**config.mk**
```make
export PLATFORM = sky130hd
export DESIGN_NAME = relu_maxpool2x2
export DESIGN_NICKNAME = d
export VERILOG_FILES = /design/src/rtl/cnn_pkg.sv /design/src/rtl/relu_maxpool2x2_pool_line_buf.sv /design/src/rtl/relu_maxpool2x2.sv
export SDC_FILE = /design/constraint.sdc
export NUM_CORES = 1
export LEC_CHECK = 0
export ABC_AREA = 0
export ABC_CLOCK_PERIOD_IN_PS = 7400
export BUFFER_PORTS_ARGS = -buffer_cell sky130_fd_sc_hd__buf_4
export CORE_MARGIN = 1
export CORE_UTILIZATION = 35
export DETAILED_ROUTE_END_ITERATION = 7
export PLACE_DENSITY = 0.5
export SYNTH_ARGS = -nofsm -noshare
export SYNTH_HDL_FRONTEND = slang
export SYNTH_SLANG_ARGS = --single-unit
```
**constraint.sdc**
```tcl
create_clock -name clk -period 7.4 [get_ports clk]
set_clock_uncertainty 0.2 [all_clocks]
set_input_delay 0.37 -clock clk [delete_from_list [all_inputs] [get_ports clk]]
set_output_delay 0.37 -clock clk [all_outputs]
set_load 0.01 [all_outputs]
```
**src/rtl/cnn_pkg.sv**
```systemverilog
// ---------------------------------------------------------------------------
// cnn_pkg
//   Types and helpers shared by the CNN datapath blocks.
//   DATA_W  : signed pixel width produced by the conv processing element
//   pixel_t : one signed pixel
//   pix_max : signed maximum of two pixels (no width growth)
//   relu    : clamps negative pixels to zero
// ---------------------------------------------------------------------------
package cnn_pkg;

  localparam int DATA_W = 16;

  typedef logic signed [DATA_W-1:0] pixel_t;

  function automatic pixel_t pix_max(input pixel_t a, input pixel_t b);
    return (a > b) ? a : b;
  endfunction

  // The sign bit alone decides the clamp, so no comparator is needed.
  function automatic pixel_t relu(input pixel_t x);
    return x[DATA_W-1] ? pixel_t'(0) : x;
  endfunction

endpackage

```
**src/rtl/relu_maxpool2x2_pool_line_buf.sv**
```systemverilog
// ---------------------------------------------------------------------------
// pool_line_buf
//   Holds the horizontal maxima of the even (top) row of every 2x2 window
//   until the matching odd (bottom) row arrives. One entry per window column.
//   The array has no reset: each entry is always written on the even row
//   before it is read on the odd row.
//
//   clk     : rising-edge clock
//   i_we    : write enable
//   i_waddr : write entry (window column)
//   i_wdata : horizontal max of the top row pair
//   i_raddr : read entry (window column)
//   o_rdata : stored top-row max, combinational read
// ---------------------------------------------------------------------------
module pool_line_buf
  import cnn_pkg::*;
#(
  parameter int DEPTH = 13,
  parameter int AW    = 4
) (
  input  logic          clk,
  input  logic          i_we,
  input  logic [AW-1:0] i_waddr,
  input  pixel_t        i_wdata,
  input  logic [AW-1:0] i_raddr,
  output pixel_t        o_rdata
);

  pixel_t r_mem [DEPTH];

  // One enable-decoded register per entry.
  genvar gi;
  generate
    for (gi = 0; gi < DEPTH; gi++) begin : g_entry
      always_ff @(posedge clk) begin
        if (i_we && (i_waddr == AW'(gi))) begin
          r_mem[gi] <= i_wdata;
        end
      end
    end
  endgenerate

  assign o_rdata = r_mem[i_raddr];

endmodule

```
**src/rtl/relu_maxpool2x2.sv**
```systemverilog
// ---------------------------------------------------------------------------
// relu_maxpool2x2
//   Streaming ReLU followed by 2x2 / stride-2 max pooling over a raster-order
//   IMG_W x IMG_H conv output map. One pooled pixel per window is presented
//   through a single valid/ready output register.
//
//   clk        : rising-edge clock
//   reset      : asynchronous active-high reset
//   clear      : synchronous frame restart (drops any pending output)
//   in_data    : signed conv result
//   in_valid   : in_data present
//   ready_pool : stage accepts in_data this cycle (stalls the conv PE)
//   out_data   : pooled pixel, never negative
//   out_valid  : out_data valid, held until accepted
//   out_ready  : downstream accepts out_data
//   frame_done : pulse on the handshake of the last window of a frame
// ---------------------------------------------------------------------------
module relu_maxpool2x2
  import cnn_pkg::*;
#(
  parameter int DATA_W = 16,
  parameter int IMG_W  = 26,
  parameter int IMG_H  = 26
) (
  input  logic                     clk,
  input  logic                     reset,
  input  logic                     clear,
  input  logic signed [DATA_W-1:0] in_data,
  input  logic                     in_valid,
  output logic                     ready_pool,
  output logic signed [DATA_W-1:0] out_data,
  output logic                     out_valid,
  input  logic                     out_ready,
  output logic                     frame_done
);

  localparam int HALF_W = IMG_W / 2;
  localparam int CW     = (IMG_W > 1) ? $clog2(IMG_W) : 1;
  localparam int RW     = (IMG_H > 1) ? $clog2(IMG_H) : 1;
  localparam int KW     = (HALF_W > 1) ? $clog2(HALF_W) : 1;

  generate
    if ((IMG_W % 2) != 0) begin : g_bad_img_w
      $error("relu_maxpool2x2: IMG_W must be even");
    end
    if ((IMG_H % 2) != 0) begin : g_bad_img_h
      $error("relu_maxpool2x2: IMG_H must be even");
    end
    if (DATA_W != cnn_pkg::DATA_W) begin : g_bad_data_w
      $error("relu_maxpool2x2: DATA_W must match cnn_pkg::DATA_W");
    end
  endgenerate

  logic [CW-1:0] r_col;
  logic [RW-1:0] r_row;
  pixel_t        r_h;
  pixel_t        r_out_data;
  logic          r_out_valid;
  logic          r_out_last;

  logic          w_acc;
  logic          w_col_odd;
  logic          w_row_odd;
  logic          w_col_last;
  logic          w_row_last;
  logic          w_lb_we;
  logic [KW-1:0] w_k;
  pixel_t        w_in_pix;
  pixel_t        w_relu;
  pixel_t        w_hmax;
  pixel_t        w_lb_rdata;
  pixel_t        w_win_max;

  // The single output slot frees up in the same cycle it is accepted,
  // which keeps throughput at one sample per cycle under out_ready=1.
  assign ready_pool = !r_out_valid || out_ready;
  assign w_acc      = in_valid && ready_pool;

  assign w_col_odd  = r_col[0];
  assign w_row_odd  = r_row[0];
  assign w_col_last = (r_col == CW'(IMG_W - 1));
  assign w_row_last = (r_row == RW'(IMG_H - 1));
  assign w_k        = KW'(r_col >> 1);

  assign w_in_pix   = in_data;
  assign w_relu     = relu(w_in_pix);
  assign w_hmax     = pix_max(r_h, w_relu);
  assign w_win_max  = pix_max(w_lb_rdata, w_hmax);

  // Top row of each window parks its horizontal max here.
  assign w_lb_we    = w_acc && w_col_odd && !w_row_odd;

  pool_line_buf #(
    .DEPTH (HALF_W),
    .AW    (KW)
  ) u_line_buf (
    .clk     (clk),
    .i_we    (w_lb_we),
    .i_waddr (w_k),
    .i_wdata (w_hmax),
    .i_raddr (w_k),
    .o_rdata (w_lb_rdata)
  );

  // Raster position and left-pixel holding register.
  always_ff @(posedge clk or posedge reset) begin
    if (reset) begin
      r_col <= '0;
      r_row <= '0;
      r_h   <= '0;
    end else if (clear) begin
      r_col <= '0;
      r_row <= '0;
      r_h   <= '0;
    end else if (w_acc) begin
      if (w_col_last) begin
        r_col <= '0;
        r_row <= w_row_last ? '0 : r_row + 1'b1;
      end else begin
        r_col <= r_col + 1'b1;
      end
      if (!w_col_odd) begin
        r_h <= w_relu;
      end
    end
  end

  // Output slot: a completed window loads it (even while the previous
  // result is being accepted); otherwise a handshake empties it.
  always_ff @(posedge clk or posedge reset) begin
    if (reset) begin
      r_out_data  <= '0;
      r_out_valid <= 1'b0;
      r_out_last  <= 1'b0;
    end else if (clear) begin
      r_out_valid <= 1'b0;
      r_out_last  <= 1'b0;
    end else if (w_acc && w_col_odd && w_row_odd) begin
      r_out_data  <= w_win_max;
      r_out_valid <= 1'b1;
      r_out_last  <= w_row_last && w_col_last;
    end else if (r_out_valid && out_ready) begin
      r_out_valid <= 1'b0;
      r_out_last  <= 1'b0;
    end
  end

  assign out_data   = r_out_data;
  assign out_valid  = r_out_valid;
  assign frame_done = r_out_valid && out_ready && r_out_last;

endmodule

```
==> summary.md, run 1 <==
| Metric | Value |
|---|---|
| Outcome | `finished, final reports clean` |
| Critical Path Source | `r_h[6]$_DFFE_PP0P_` |
| Via count of the first global-routing pass | `about 6000` |
| Clk root buf | `clkbuf_16` |
| Worst R2R Setup Slack | `around 2.6 ns` |
| DRT iter0 DRCs | `323` |
| Fmax achieved | `around 210 MHz` |
| H-tree levels | `1` |
| Final Max Tran Viols | `0` |
| I/O Buffers | `38` |
| CTS Buf Count | `26` |
| Final wirelength | `approximately 23000 um` |
| Worst-skew pair later-pin latency | `about 0.52 ns` |
| Crit path arrival time | `5.03 ns` |
| CP Capture Type | `register` |
| Layout cells sized above 1 | `25.76%` |
| Cells after Synth | `between 600 and 700` |
| Post-synthesis cell area | `10390 sq um` |
| Syn_nets | `667` |
| CTS tree | `done` |
| IO Pins | `40` |
| Synth area leader | `edfxtp_1` |
| DR DRC count | `0` |
| Hold Slack | `~0.069 ns` |
| Min Tclk post-route | `slightly below 5 ns` |
| Yosys cell types | `47` |
| Post-synth top cells | `edfxtp_1 (195), mux4_2 (58), dfrtp_1 (42)` |
| Final HPWL from detailed placement | `between 10000 and 15000 um` |
| WL per Instance | `21.13 um` |
| Routed Antenna Nets | `0` |
| Highest net fanout along the worst path | `16` |
| Unrepaired setup endpoints after global routing | `false` |
| Chip width | `174.3 um` |
| Diode count | `0` |
| P&R area growth vs syn | `16.07%` |
| Avg Cell Area, Syn | `16.98 sq um` |
| FP Rows | `62` |
| Slew @ Worst Pin | `1.134 ns` |
| Min-Delay Path Class | `primary input to register` |
| Die area | `30380 sq um` |
| Hold Path End | `r_col[2]$_DFFE_PP0P_` |
| Placed Area | `11150 sq um` |
| Pleak | `0.004379 uW` |
| All-Layer GR Usage | `15.44%` |
| Ys flop type | `edfxtp_1` |
| Ys async rst share | `17.72%` |
| Reg2reg start | `r_h[6]$_DFFE_PP0P_` |
| Kind of critical path | `register to register` |
| Normalized max-slew margin | `between 20% and 30%` |
| Post-synth EDFFs | `195` |
| Worst reg2reg path depth | `13` |
| HP Start | `in_valid` |
| Core area | `28940 sq um` |
| Final instance area | `12060 sq um` |
| Post-route clock period utilization | `64.90%` |
| Worst vdd ir | `between 0.1 and 0.15 mV` |
| PnR Total Power | `3138 uW` |
| Die Y | `174.3 um` |
| Ys Warns | `0` |
| Largest net degree at the start of global routing | `49` |
| Worst-path clk slew | `0.06 ns` |
| Via count | `roughly 5600` |
| Drt via density | `5.220` |
| Synthesis-stage register bit count | `237` |
| CP required | `roughly 7.6 ns` |
| Pwr/cell area | `~260 nW/um^2` |
| Max-cap violations | `0` |
| Startpoint types | `register` |
| Reg2reg end | `out_data[9]$_DFFE_PP0P_` |
| Setup violations, final | `0` |
| Initial cell density of the core | `a little over a third` |
| Routability cong. | `0.7871` |
| Clk sinks | `237` |
| DRT Pass-1 Iters | `4` |
| Initial antenna violation count | `0` |
| WHS Path Cells | `3` |
| Clock Tree Buf Depth | `3` |
| Fillers | `2630` |
| Post-synthesis sequential area ratio | `66.47%` |
| Fin nets | `726` |
| Final Hold Fails | `0` |
| Post-synth top area share | `56.35%` |
| Post-route setup TNS | `0 ns` |
| Most frequent cell after synthesis | `edfxtp_1` |
| Global-route wire length before repair | `35480 um` |
| Total grt overflow | `0` |
| Synth top area cells | `edfxtp_1 (56%), mux4_2 (13%), dfrtp_1 (10%), ha_1 (4.1%), mux2i_1 (1.4%)` |
==> cells in the final DEF (no fill, tap or decap), types with 2 or more instances in the layout <==
| cell | count |
|---|---|
| edfxtp_1 | 195 |
| mux4_2 | 58 |
| buf_4 | 57 |
| dfrtp_1 | 40 |
| inv_1 | 37 |
| ha_1 | 34 |
| nand2_1 | 27 |
| clkbuf_16 | 27 |
| nand3_1 | 22 |
| nor2b_1 | 21 |
| nor2_1 | 19 |
| a21oi_1 | 16 |
| mux2i_1 | 15 |
| a22o_1 | 15 |
| o211ai_2 | 10 |
| o21ai_0 | 8 |
| nor3_1 | 8 |
| or3_1 | 6 |
| o211ai_1 | 6 |
| clkinv_1 | 5 |
| clkbuf_1 | 5 |
| nand2b_1 | 4 |
| nand4_1 | 4 |
| nor3_2 | 4 |
| clkinv_2 | 4 |
| bufinv_16 | 4 |
| a31oi_1 | 3 |
| a21o_1 | 3 |
| clkinvlp_4 | 3 |
| dlygate4sd3_1 | 3 |
| and2_1 | 2 |
| o41ai_1 | 2 |
| or2_2 | 2 |
| mux4_1 | 2 |
| dfrtp_2 | 2 |
==> worst max-delay path, cell delays in order (launching register included) <==
cell	delay, ns
dfrtp_1	0.41
ha_1	0.34
a41oi_1	0.24
o21ai_0	0.16
a211o_1	0.32
o21ai_4	0.56
mux2i_1	0.53
ha_1	0.33
nand3_1	0.12
o21bai_1	0.09
or3_1	0.39
o311a_4	0.48
nand2b_4	0.27
o211ai_1	0.25
==> per-layer routing <==
metal  vias to the layer above  global-route usage [%]  part of all wire (%)
met3                        31                   2.406                   5.1
li1                       2527                       -                     -
met4                         0                   4.130                   1.6
met2                       140                   26.84                    50
met5                         -                       0                     0
met1                      2913                   20.01                    43
==> cell type report <==
| cell class | instances | area, sq um | area share (%) |
|---|---|---|---|
| clock buffers | 32 | 694.4 | 5.757 |
| clock inverters | 16 | 186.4 | 1.546 |
| inverters | 38 | 142.6 | 1.183 |
| multi-input cells | 308 | 3191 | 26.45 |
| flip-flops and latches | 237 | 6909 | 57.28 |
| well taps | 384 | 480.5 | 3.983 |
| repair buffers | 60 | 457.9 | 3.797 |
==> logic make-up (layout without fill, tap and decap cells) <==
| family | after synthesis | count (layout) | synth area share [%] |
|---|---|---|---|
| flops | 237 | 237 | 66.47 |
| simple gates | 125 | 125 | 6.177 |
| mux | 76 | 76 | 14.63 |
| compound gates | 72 | 72 | 5.575 |
| buf+inv | 67 | 146 | 3.022 |
| fa+ha+maj | 34 | 34 | 4.094 |
| other cells | 1 | 1 | 0.03609 |
==> power by group <==
part           total, uW  leakage (uW)  internal [uW]  switching, uW
clock               1320      0.000422            806            511
combinational        295       0.00160            129            165
sequential          1530       0.00236           1500           31.6
==> repair_timing <==
action	in CTS	in global routing
buffers inserted	0	0
gates resized for setup	0	0
hold buffers	3	0
endpoints found under the hold margin	51	0
==> how the worst max path moves through the flow <==
stage,to,slack (ns),cells after the start
6_report,out_data[9]$_DFFE_PP0P_,2.60,13
5_1_grt,out_data[10]$_DFFE_PP0P_,2.39,13
4_1_cts,out_data[9]$_DFFE_PP0P_,2.59,13
3_5_place_dp,out_data[9]$_DFFE_PP0P_,2.24,16
3_3_place_gp,out_data[11]$_DFFE_PP0P_,2.30,16
2_1_floorplan,out_data[0]$_DFFE_PP0P_,3.10,18
==> flip-flops by register name, summed over array words and instances, names as in the netlist <==
register / flops
u_line_buf.r_mem: 195
out_data: 15
r_h: 15
r_col: 5
r_row: 5
out_valid: 1
r_out_last: 1
==> metrics by stage <==
| step | util (%) | worst slack, ns | std cells |
|---|---|---|---|
| after global placement | 38.54 | 2.298 | 1024 |
| after floorplan | - | 3.102 | 612 |
| after CTS | 41.68 | 2.592 | 1075 |
| after detailed placement | 38.54 | 2.236 | 1024 |
| after global routing | 41.68 | 2.392 | 1075 |
| final | 41.68 | 2.597 | 1075 |
Note: power is estimated with default switching activity, not from simulation.
==> run 2: changes to the inputs <==
Settings changed: ABC_CLOCK_PERIOD_IN_PS 7400 to 4400, PLACE_DENSITY 0.5 to 0.52.
Clock period 7.4 ns to 4.4 ns, I/O delays scaled along.
==> summary.md, run 2 (same netlist as run 1, synthesis figures left out) <==
| Metric | Value |
|---|---|
| Multi-input gate area | `3197 sq um (+0.20%)` |
| Total grt overflow | `0 (unchanged)` |
| Final wirelength | `22840 um (+0.55%)` |
| Register area | `6909 sq um (unchanged)` |
| CP Capture Type | `register` |
| Routed Antenna Nets | `0 (unchanged)` |
| Hold Slack | `0.02515 ns (-0.04397 ns)` |
| Chip width | `174.3 um (unchanged)` |
| Worst vdd ir | `0.2577 mV (+78%)` |
| FP Rows | `62 (unchanged)` |
| Switching share of total power | `23.15% (+0.60 points)` |
| All-Layer GR Usage | `15.54% (+0.098 points)` |
| IO Pins | `40 (unchanged)` |
| Slew @ Worst Pin | `1.127 ns (-0.006235 ns)` |
| Normalized max-slew margin | `24.57% (+0.42 points)` |
| M1 GR Usage | `20.54% (+0.52 points)` |
| Pleak | `0.004539 uW (+3.7%)` |
| Via count | `5712 (+1.8%)` |
| Worst Slack Setup Final | `0.2320 ns (-2.365 ns)` |
| Clock Tree Buf Depth | `3 (unchanged)` |
| Via count of the first global-routing pass | `6152 (+2.7%)` |
| Drt via density | `5.127 (-1.8%)` |
| Outcome | `finished, final reports clean` |
| I/O Buffers | `38 (unchanged)` |
| Clk sinks | `237 (unchanged)` |
| Layout cells sized above 1 | `28.49% (+2.7 points)` |
| Placed Area | `11380 sq um (+2.1%)` |
| P_int | `3929 uW (+62%)` |
| Max-cap violations | `0 (unchanged)` |
| Top reg by flops | `u_line_buf.r_mem` |
| Commonest non-fill, non-tap cell in the layout | `edfxtp_1` |
| CTS tree | `done` |
| Initial antenna violation count | `0 (unchanged)` |
| Fmax achieved | `239.9 MHz (+15%)` |
| Startpoint types | `register` |
| Die area | `30380 sq um (unchanged)` |
| Kind of critical path | `register to register` |
| GRT busiest layer | `met2` |
| Fin nets | `767 (+5.6%)` |
| Clk root buf | `clkbuf_16` |
| CP required | `4.62 ns (-3.01 ns)` |
| CTS Buf Count | `25 (-3.8%)` |
| Met2 GRT Util | `26.84% (unchanged)` |
| Core area | `28940 sq um (unchanged)` |
| Place WS | `-0.2185 ns (-2.455 ns)` |
| WL per Instance | `20.51 um (-3.0%)` |
| Min-Delay Path Class | `primary input to register` |
| Initial cell density of the core | `35.91% (unchanged)` |
| P&R area growth vs syn | `18.54%` |
| Crit path arrival time | `4.39 ns (-0.64 ns)` |
| Psw | `1184 uW (+67%)` |
| Global-route wire length before repair | `36280 um (+2.3%)` |
| Worst-skew pair later-pin latency | `0.52 ns (about the same)` |
| Met3 GRT Util | `2.209% (-0.20 points)` |
| Fillers | `2563 (-2.5%)` |
| Setup violations, final | `0 (unchanged)` |
| Reg power frac | `50.3% (+1.6 points)` |
| Logic gate share of total power | `10.7% (+1.3 points)` |
| Final HPWL from detailed placement | `15310 um (+4.7%)` |
| DRT Pass-1 Iters | `4 (unchanged)` |
| Power share of the clock group | `39.0% (-2.9 points)` |
| Die Y | `174.3 um (unchanged)` |
| Commonest non-fill, non-tap cells in the layout | `edfxtp_1 (195), buf_4 (90), mux4_2 (58), dfrtp_1 (40), inv_1 (37)` |
| DRT iter0 DRCs | `393 (+22%)` |
| Min Tclk post-route | `4.168 ns (-0.6346 ns)` |
| Diode count | `0 (unchanged)` |
| Routability cong. | `0.8198 (+4.2%)` |
| Final Hold Fails | `0 (unchanged)` |
| Worst-path clk slew | `0.06 ns (about the same)` |
| Post-route clock period utilization | `94.73% (+30 points)` |
| Pwr/cell area | `415.0 nW/um^2 (+60%)` |
| DR DRC count | `0 (unchanged)` |
| Final instance area | `12320 sq um (+2.1%)` |
| Highest net fanout along the worst path | `15 (-1)` |
| Max FFs per register | `195 (unchanged)` |
| Final Max Tran Viols | `0 (unchanged)` |
| Largest net degree at the start of global routing | `43 (-12%)` |
| H-tree levels | `1 (unchanged)` |
run 2: layout make-up:
cell class / count / area share, %
Multi-Input combinational cell: 308 / 25.95
Inverter: 38 / 1.158
Timing Repair Buffer: 102 / 6.623
Tap cell: 384 / 3.900
Clock buffer: 28 / 5.170
Clock inverter: 17 / 1.107
Sequential cell: 237 / 56.09
run 2: routing by layer:
| layer | vias to the layer above | wire (um) |
|---|---|---|
| li1 | 2606 | - |
| met1 | 2962 | 10180 |
| met2 | 115 | 11480 |
| met3 | 29 | 772 |
| met4 | 0 | 415 |
| met5 | - | 0 |
run 2: metrics by stage:
stage / TNS, ns / utilization [%] / instances / total power [uW]
finish: 0 / 42.57 / 1114 / 5113
global route: -0.001982 / 42.57 / 1114 / 5321
CTS: 0 / 42.35 / 1108 / 5155
detailed placement: -2.830 / 39.33 / 1053 / 3144
global placement: -0.4350 / 39.33 / 1053 / 3127
floorplan: 0 / - / 612 / 2919
run 2: final timing paths:
kind,start,to,slack (ns),depth (start not counted)
worst max register to register,r_h[13]$_DFFE_PP0P_,out_data[12]$_DFFE_PP0P_,0.23,14
worst min register to register,r_row[4]$_DFFE_PP0P_,r_row[4]$_DFFE_PP0P_,0.29,1
min in group asynchronous,reset,r_row[2]$_DFFE_PP0P_,0.21,4
worst max-delay path,r_h[13]$_DFFE_PP0P_,out_data[12]$_DFFE_PP0P_,0.23,14
max in group asynchronous,reset,r_col[2]$_DFFE_PP0P_,3.39,4
worst min-delay path,in_data[2],r_h[2]$_DFFE_PP0P_,0.03,3
run 2: repair_timing:
| item | CTS | global route |
|---|---|---|
| pin swaps | 1 | 1 |
| hold buffers | 10 | 0 |
| setup endpoints to repair | 2 | 15 |
| gates resized for setup | 0 | 1 |
| hold endpoints to repair | 55 | 0 |
| setup buffers | 0 | 6 |
| cloned | 0 | 0 |
run 2: power by group through the flow:
stage	Sequential [uW]	Clock [uW]	Combinational, uW
floorplan	2610	0	307
global placement	2610	0	512
detailed placement	2620	0	528
CTS	2570	2050	537
global route	2580	2140	607
finish	2570	1990	549
run 2: worst max-delay path: stages, from the launching register on:
cell,delay [ns]
dfrtp_1,0.42
ha_1,0.32
nand3_1,0.18
o221ai_1,0.20
a211o_1,0.34
o21ai_4,0.18
buf_12,0.17
mux2i_1,0.29
ha_1,0.27
nand3_1,0.12
o21bai_1,0.09
or3_1,0.39
o311a_4,0.38
nand2b_4,0.26
o211ai_1,0.27
==> run 3: changes to the inputs <==
Settings changed: ABC_CLOCK_PERIOD_IN_PS 4400 to 3600, CORE_MARGIN 1 to 5.
Clock period 4.4 ns to 3.6 ns, I/O delays scaled along.
==> summary.md, run 3 (same netlist as run 1, synthesis figures left out) <==
| Metric | Value |
|---|---|
| Slew @ Worst Pin | `1.082 ns (-0.04514 ns)` |
| Post-route clock period utilization | `107.5% (+13 points)` |
| Kind of critical path | `register to register` |
| Min-Delay Path Class | `primary input to register` |
| All-Layer GR Usage | `14.71% (-0.83 points)` |
| Routability cong. | `0.8236 (+0.46%)` |
| P&R area growth vs syn | `26.97%` |
| DRT Pass-1 Iters | `4 (unchanged)` |
| Crit path arrival time | `4.10 ns (-0.29 ns)` |
| Initial antenna violation count | `0 (unchanged)` |
| Layout cells sized above 1 | `37.90% (+9.4 points)` |
| Chip width | `182.3 um (+4.6%)` |
| Worst-skew pair later-pin latency | `0.51 ns (about the same)` |
| Commonest non-fill, non-tap cell in the layout | `edfxtp_1` |
| Post-route setup TNS | `-3.852 ns (-3.852 ns)` |
| Reg2reg end | `out_data[10]$_DFFE_PP0P_` |
| Commonest non-fill, non-tap cells in the layout | `edfxtp_1 (195), buf_4 (135), mux4_2 (58), dfrtp_1 (40), inv_1 (37)` |
| Final Hold Fails | `0 (unchanged)` |
| DRT iter0 DRCs | `372 (-5.3%)` |
| Total grt overflow | `0 (unchanged)` |
| Worst Slack Setup Final | `-0.2689 ns (-0.5008 ns)` |
| Worst R2R Setup Slack | `-0.27 ns (-0.50 ns)` |
| Delay-heaviest family, CP | `simple AND/OR/NAND/NOR gates` |
| H-tree levels | `1 (unchanged)` |
| Worst-path clk slew | `0.06 ns (about the same)` |
| Clk sinks | `237 (unchanged)` |
| WL per Instance | `20.58 um (+0.37%)` |
| IO Pins | `40 (unchanged)` |
| Largest net degree at the start of global routing | `43 (unchanged)` |
| Drt via density | `5.078 (-0.96%)` |
| Setup violations, final | `15 (+15)` |
| Via count of the first global-routing pass | `6394 (+3.9%)` |
| Outcome | `finished with violations` |
| Global-route wire length before repair | `37880 um (+4.4%)` |
| Routed Antenna Nets | `0 (unchanged)` |
| WHS Path Cells | `4 (+1)` |
| CTS tree | `done` |
| Pwr/cell area | `485.6 nW/um^2 (+17%)` |
| Fillers | `2572 (+0.35%)` |
| Worst reg2reg path depth | `16 (+2)` |
| Final wirelength | `24270 um (+6.2%)` |
| Clk root buf | `clkbuf_16` |
| Core area | `29480 sq um (+1.9%)` |
| Unrepaired setup endpoints after global routing | `true` |
| CTS Buf Count | `25 (unchanged)` |
| Die Y | `182.3 um (+4.6%)` |
| Startpoint types | `register` |
| Final HPWL from detailed placement | `16350 um (+6.8%)` |
| Fin nets | `826 (+7.7%)` |
| Failing checks | `setup timing` |
| Place WS | `-0.9653 ns (-0.7469 ns)` |
| DR DRC count | `0 (unchanged)` |
| FP Rows | `63 (+1.6%)` |
| Die area | `33240 sq um (+9.4%)` |
| Diode count | `0 (unchanged)` |
| Final Max Tran Viols | `0 (unchanged)` |
| Max-cap violations | `0 (unchanged)` |
| HP Start | `in_data[4]` |
| Highest net fanout along the worst path | `8 (-7)` |
| Pleak | `0.004882 uW (+7.6%)` |
| Hold Path End | `r_h[4]$_DFFE_PP0P_` |
| Reg2reg start | `r_h[12]$_DFFE_PP0P_` |
| Min Tclk post-route | `3.869 ns (-0.2992 ns)` |
| Clock Tree Buf Depth | `3 (unchanged)` |
| Initial cell density of the core | `35.25% (-0.66 points)` |
| Top reg by flops | `u_line_buf.r_mem` |
| Worst vdd ir | `0.2961 mV (+15%)` |
| I/O Buffers | `38 (unchanged)` |
| Cell Chain, Critical Path | `ha_4, nand3_4, buf_6, nor4_4, nand4_1, o21ai_4, buf_12, buf_6, mux2i_4, ha_4, a21oi_2, nor3_2, or3_4, o311a_4, nand2b_4, o211ai_1` |
| Max FFs per register | `195 (unchanged)` |
| Max incr delay on CP | `0.42 ns (about the same)` |
| Fmax achieved | `258.5 MHz (+7.7%)` |
| Normalized max-slew margin | `27.59% (+3.0 points)` |
| Via count | `5987 (+4.8%)` |
| Max stage delay cell, worst path | `dfrtp_1` |
| CP required | `3.83 ns (-0.79 ns)` |
| CP Capture Type | `register` |
| Worst Path Buf+Inv | `3 (+2)` |
[run 3: per-stage QoR]
stage	cells	total power (uW)	area, sq um	utilization, %	hold WS, ns
floorplan	612	3578	10460	-	0.2069
global placement	1108	3881	11870	40.26	0.1548
detailed placement	1108	3899	11870	40.26	0.1695
CTS	1176	6453	13070	44.35	0.005375
global route	1179	6667	13190	44.75	0.02795
finish	1179	6407	13190	44.75	0.02292
[run 3: layout make-up]
cell class	count	area (sq um)	share of cell area (%)
Sequential cell	237	6909	52.37
Clock buffer	35	673.1	5.102
Multi-Input combinational cell	309	3525	26.71
Clock inverter	10	98.84	0.7492
Timing Repair Buffer	160	1358	10.29
Inverter	38	142.6	1.081
Tap cell	390	488.0	3.698
[run 3: metal layers]
| metal | up-vias | part of all wire, % | track usage (%) |
|---|---|---|---|
| li1 | 2735 | - | - |
| met1 | 3109 | 44 | 19.87 |
| met2 | 113 | 50 | 25.43 |
| met3 | 30 | 4.4 | 2.133 |
| met4 | 0 | 1.6 | 3.242 |
| met5 | - | 0 | 0 |
[run 3: worst reg2reg max path: stages (launching register included)]
cell and delay [ns]:
dfrtp_1 0.42, ha_4 0.29, nand3_4 0.09, buf_6 0.13, nor4_4 0.31, nand4_1 0.20
o21ai_4 0.13, buf_12 0.17, buf_6 0.11, mux2i_4 0.26, ha_4 0.24, a21oi_2 0.13
nor3_2 0.06, or3_4 0.33, o311a_4 0.34, nand2b_4 0.21, o211ai_1 0.18
[run 3: how the worst max path moves through the flow]
stage / endpoint / slack [ns] / start / cells after the start
after global routing: out_data[3]$_DFFE_PP0P_ / -0.44 / r_h[5]$_DFFE_PP0P_ / 14
after CTS: out_data[11]$_DFFE_PP0P_ / -0.24 / r_h[12]$_DFFE_PP0P_ / 16
after detailed placement: out_data[10]$_DFFE_PP0P_ / -0.97 / in_data[15] / 16
final: out_data[10]$_DFFE_PP0P_ / -0.27 / r_h[12]$_DFFE_PP0P_ / 16
after global placement: out_data[11]$_DFFE_PP0P_ / -0.86 / in_data[15] / 16
after floorplan: out_data[5]$_DFFE_PP0P_ / -0.32 / in_data[15] / 18
[run 3: repair_timing]
action	4_1_cts	5_1_grt
hold endpoints to repair	60	0
pin swaps	9	7
hold buffers	13	0
cloned	1	0
setup endpoints to repair	15	15
setup buffers	9	3
gates resized for setup	32	15
[run 3: power breakdown]
group | switching [uW] | internal [uW] | leakage, uW | total (uW)
Sequential | 65.6 | 3070 | 0.00236 | 3140
Combinational | 404 | 422 | 0.00215 | 826
Clock | 1000 | 1440 | 0.000375 | 2440
